File: src/rtl/life_pkg.sv
// Shared types and default timing constants for the Game-of-Life
// generation controller.
package life_pkg;

    typedef enum logic [1:0] {
        IDLE,
        LOAD,
        PAUSE,
        RUN
    } pacer_state_t;

    typedef logic [1:0] speed_t;

    localparam int DEF_P0          = 50_000_000;
    localparam int DEF_P1          = 25_000_000;
    localparam int DEF_P2          = 12_500_000;
    localparam int DEF_P3          = 6_250_000;
    localparam int DEF_DIV_W       = 26;
    localparam int DEF_GEN_W       = 16;
    localparam int DEF_LOAD_CYCLES = 2;

endpackage

File: src/rtl/btn_edge.sv
// Two-flop synchronizer for a raw push-button level followed by a
// rising-edge detector; a held button yields a single pulse.
module btn_edge (
    input  logic clock,
    input  logic reset,
    input  logic raw,
    output logic pulse
);

    logic s1;
    logic s2;
    logic s3;

    always_ff @(posedge clock) begin
        if (reset) begin
            s1 <= 1'b0;
            s2 <= 1'b0;
            s3 <= 1'b0;
        end else begin
            s1 <= raw;
            s2 <= s1;
            s3 <= s2;
        end
    end

    assign pulse = s2 & ~s3;

endmodule

File: src/rtl/life_pacer.sv
// Generation controller: button edges and speed select become the
// seed-load strobe, the per-generation step enable and extinction halt.
module life_pacer
    import life_pkg::*;
#(
    parameter int P0          = DEF_P0,
    parameter int P1          = DEF_P1,
    parameter int P2          = DEF_P2,
    parameter int P3          = DEF_P3,
    parameter int DIV_W       = DEF_DIV_W,
    parameter int GEN_W       = DEF_GEN_W,
    parameter int LOAD_CYCLES = DEF_LOAD_CYCLES
) (
    input  logic             clock,
    input  logic             reset,
    input  logic             load_btn,
    input  logic             run_btn,
    input  logic             step_btn,
    input  logic [1:0]       speed,
    input  logic             alive,
    output logic             load,
    output logic             step,
    output logic             running,
    output logic             extinct,
    output logic [GEN_W-1:0] gen_count
);

    localparam int LC_W = $clog2(LOAD_CYCLES) + 1;

    localparam logic [LC_W-1:0]  LC_LAST = LC_W'(LOAD_CYCLES - 1);
    localparam logic [DIV_W-1:0] T0      = DIV_W'(P0 - 1);
    localparam logic [DIV_W-1:0] T1      = DIV_W'(P1 - 1);
    localparam logic [DIV_W-1:0] T2      = DIV_W'(P2 - 1);
    localparam logic [DIV_W-1:0] T3      = DIV_W'(P3 - 1);

    pacer_state_t     state;
    speed_t           spd;
    logic [DIV_W-1:0] div;
    logic [DIV_W-1:0] term;
    logic [LC_W-1:0]  ld_cnt;
    logic [GEN_W-1:0] gen_next;
    logic             at_term;
    logic             load_p;
    logic             run_p;
    logic             step_p;

    btn_edge u_load_edge (
        .clock (clock),
        .reset (reset),
        .raw   (load_btn),
        .pulse (load_p)
    );

    btn_edge u_run_edge (
        .clock (clock),
        .reset (reset),
        .raw   (run_btn),
        .pulse (run_p)
    );

    btn_edge u_step_edge (
        .clock (clock),
        .reset (reset),
        .raw   (step_btn),
        .pulse (step_p)
    );

    assign spd = speed;

    always_comb begin
        term = T0;
        unique case (spd)
            2'd0: term = T0;
            2'd1: term = T1;
            2'd2: term = T2;
            2'd3: term = T3;
        endcase
    end

    // >= rather than == so a shorter period chosen mid-run fires at once
    assign at_term = (div >= term);

    assign gen_next = (gen_count == '1) ? gen_count : gen_count + 1'b1;

    always_ff @(posedge clock) begin
        if (reset) begin
            state     <= IDLE;
            load      <= 1'b0;
            step      <= 1'b0;
            running   <= 1'b0;
            extinct   <= 1'b0;
            gen_count <= '0;
            div       <= '0;
            ld_cnt    <= '0;
        end else begin
            step <= 1'b0;
            if (load_p && state != LOAD) begin
                state     <= LOAD;
                load      <= 1'b1;
                running   <= 1'b0;
                extinct   <= 1'b0;
                gen_count <= '0;
                div       <= '0;
                ld_cnt    <= '0;
            end else begin
                unique case (state)
                    IDLE: begin
                    end
                    LOAD: begin
                        if (ld_cnt == LC_LAST) begin
                            load  <= 1'b0;
                            state <= PAUSE;
                        end else begin
                            ld_cnt <= ld_cnt + 1'b1;
                        end
                    end
                    PAUSE: begin
                        if (run_p) begin
                            state   <= RUN;
                            running <= 1'b1;
                            div     <= '0;
                        end else if (step_p) begin
                            step      <= 1'b1;
                            gen_count <= gen_next;
                        end
                    end
                    RUN: begin
                        if (run_p) begin
                            state   <= PAUSE;
                            running <= 1'b0;
                        end else if (at_term) begin
                            div <= '0;
                            if (alive) begin
                                step      <= 1'b1;
                                gen_count <= gen_next;
                            end else begin
                                extinct <= 1'b1;
                                state   <= PAUSE;
                                running <= 1'b0;
                            end
                        end else begin
                            div <= div + 1'b1;
                        end
                    end
                endcase
            end
        end
    end

endmodule

File: config.mk
export PLATFORM = sky130hd
export DESIGN_NAME = life_pacer
export DESIGN_NICKNAME = d
export VERILOG_FILES = /design/src/rtl/life_pkg.sv /design/src/rtl/btn_edge.sv /design/src/rtl/life_pacer.sv
export SDC_FILE = /design/constraint.sdc
export NUM_CORES = 1
export LEC_CHECK = 0
export CORE_MARGIN = 2
export CORE_UTILIZATION = 50
export DETAILED_ROUTE_END_ITERATION = 16
export GPL_TIMING_DRIVEN = 0
export MAX_ROUTING_LAYER = met4
export PLACE_DENSITY = 0.73
export SLEW_MARGIN = 30
export SYNTH_ARGS = -nofsm -noshare
export SYNTH_HDL_FRONTEND = slang
export SYNTH_SLANG_ARGS = --single-unit
File: constraint.sdc
create_clock -name clock -period 2.9 [get_ports clock]
set_input_delay 0.29 -clock clock [delete_from_list [all_inputs] [get_ports clock]]
set_output_delay 0.29 -clock clock [all_outputs]
set_load 0.005 [all_outputs]
==> impl_metrics.tcl <==
set metrics [dict create \
    drc 0 \
    ys_top_cells_by_area "dfxtp_1 (37%), ha_1 (6.3%), nor2_1 (5.5%), xor2_1 (4.4%), a21oi_1 (4.1%)" \
    holdWs_ps 444.9 \
    numCtsBuffers 9 \
    startpoint_type "flip-flop" \
    wl_per_cell_um 14.03 \
    drtPass1Iterations 4 \
    critPathSlowestCell "nor3_1" \
    clk_pin_slew_ps 80 \
    max_freq_mhz 402.8 \
    crit_family "simple AND/OR/NAND/NOR gates" \
    ioPinCount 28 \
    stdcell_area_um2 3761 \
    cpMostUsedCell "nor2_1" \
    die_y_um 83.54 \
    grt_util_all_layers_pct 21.37 \
    hp-class "reg -> reg" \
    clk_path_buf_depth 2 \
    critPathMaxStageDelay_ps 770 \
    slew_viol_final 0 \
    synth_top_area_share_pct 37.34 \
    drive_above_1_share_pct 10.12 \
    status "completed" \
    antenna_cells 0 \
    vias 2747 \
    path_buf_inv 2 \
    path_cells "clkbuf_1 > inv_1 > nor3_1 > nand4_1 > nor2_1 > xnor2_1 > nor2_1" \
    syn_nets 393 \
    ys_seq_area_share_pct 37.34 \
    maxCapViolations 0 \
    setup.worst_path.class "reg -> reg" \
    fp-row-count 28 \
    leakage_nw 1.377 \
    n_fill_cell 547 \
    synth_area_um2 3163 \
    fin_crit_ps 2483 \
    fin_crit_sh_pct 85.60 \
    wl_mm 6.873 \
    cp.arrival_ps 2710 \
    placed_area_um2 3517 \
    avgSynthCellArea_um2 8.572 \
    drt-vias-per-instance 5.606 \
    vdd.ir_drop.worst_mv 0.3930 \
    rsz0062_at_grt "no" \
    ys_warn_count 0 \
    relSlewSlack_pct 39.84 \
    yosysTopAreaCell "dfxtp_1" \
    fin_util_pct 62.42 \
    cp.required_ps 3130 \
    fin_ws_ps 417.5 \
    antenna_found_initial 0 \
    area_growth_pct 18.91 \
    ys_seq_elements 59 \
    io_buffers 26 \
    grt_pass1_vias 2632 \
    gp_congestion 0.8636 \
    grt_max_degree 13 \
    cts_num_sinks 59 \
    synth-edff-count 0 \
    fin_tns_setup_ps 0 \
    grt_pass1_wl_mm 11.92 \
    start_util_pct 52.49 \
    root_buffer "clkbuf_8" \
    cp_max_fo 9 \
    drt_iter0_markers 74 \
    htreeDepth 3 \
    skew_ps 15.85 \
    coreArea_um2 6026 \
    ys.flop_type "dfxtp_1" \
    setup_viol 0 \
    drtAntennaViolNets 0 \
    synth_cell_types 55 \
    worstMarginPinSlew_ps 895.5 \
    clk_latency_ps 350 \
    postSynthCellCount 369 \
    final-seq-area_um2 1181 \
    finalHoldViolCount 0 \
    fin_nets 434 \
    end_kind "flip-flop" \
    die-area_um2 6978 \
    dp_slack_ps -391.2 \
    async_reset_ff_share_pct 0 \
    p_per_area_nw_per_um2 441.6 \
    multi_input_area_um2 1864 \
    overflow 0 \
    dpl.hpwl_mm 4.900 \
    die_w_um 83.54 \
    cts_tree "built" \
]
==> where the power goes <==
group | switching (mW) | internal, mW | leakage [nW]
clock | 0.360 | 0.402 | 0.0998
combinational | 0.0459 | 0.0328 | 0.800
sequential | 0.00300 | 0.817 | 0.477
total | 0.409 | 1.25 | 1.38
==> repair_timing <==
| item | 4_1_cts | 5_1_grt |
|---|---|---|
| pin swaps | 0 | 3 |
| setup buffers | 0 | 4 |
| gates resized for setup | 1 | 4 |
| setup endpoints to repair | 21 | 39 |
| endpoints found under the hold margin | 0 | 0 |
| hold buffers | 0 | 0 |
==> metal layers <==
metal  up-vias  global-route usage [%]  routed length [um]
met5         -                       -                   0
met4         0                   6.598                  97
met3         9                   6.528                 265
met2        46                   34.46                3347
met1      1296                   25.83                3162
li1       1396                       -                   -
==> cells by family after synthesis <==
group / synth area share (%)
and+or+nand+nor: 27.69
AOI/OAI and AO/OA: 15.47
DFF: 37.34
xor gates and xnor gates: 7.753
buffers and inverters: 4.034
adders and majority gates: 7.713
==> registers in the layout (all words and copies together), names as in the netlist, 2 cells and up <==
name	flops
div	26
gen_count	16
state	2
ld_cnt	2
==> worst paths after layout <==
kind                                      from             end  slack [ps]  cells after the start
worst max-delay path                  state[1]         div[22]         420                      7
worst min-delay path            u_step_edge.s1  u_step_edge.s2         440                      1
worst max register to register        state[1]         div[22]         420                      7
worst min register to register  u_step_edge.s1  u_step_edge.s2         440                      1
==> cell type report <==
class                      instances  area share [%]
buffer                            15           2.196
clock buffer                       9           3.293
clock inverter                     7           2.063
inverter                          12           1.198
multi-input combinational        283           49.57
sequential                        59           31.40
tap                               75           2.495
timing repair buffer              30           7.784
==> worst reg2reg max path: cells and delay by family, from the launching register on <==
family	cells	cell delay, ps
flops	1	310
buf+inv	2	480
xor+xnor	1	130
simple gates	4	1450
==> cells in the final DEF, fill, tap and decap left out, types with 8 or more instances in the layout <==
| cell | n |
|---|---|
| a21oi_1 | 26 |
| and3_1 | 9 |
| clkbuf_1 | 9 |
| clkbuf_8 | 9 |
| clkdlybuf4s50_1 | 25 |
| dfxtp_1 | 59 |
| ha_1 | 16 |
| inv_1 | 12 |
| nand2_1 | 25 |
| nand3_1 | 13 |
| nand4_1 | 11 |
| nor2_1 | 46 |
| nor2b_1 | 12 |
| o31ai_1 | 8 |
| or4_1 | 8 |
| xnor2_1 | 12 |
| xor2_1 | 16 |
==> stage by stage <==
step	total power, mW	std cells
2_1_floorplan	0.8860	369
3_3_place_gp	0.9125	470
3_5_place_dp	0.9142	470
4_1_cts	1.674	486
5_1_grt	1.719	490
6_report	1.661	490
==> cell usage after synthesis (9+ instances only) <==
library cell / instances
dfxtp_1: 59
nor2_1: 46
a21oi_1: 26
nand2_1: 25
ha_1: 16
xor2_1: 16
nand3_1: 13
inv_1: 12
nor2b_1: 12
xnor2_1: 12
nand4_1: 11
and3_1: 9
clkbuf_1: 9
No activity file was read; power rests on OpenSTA's default activity.
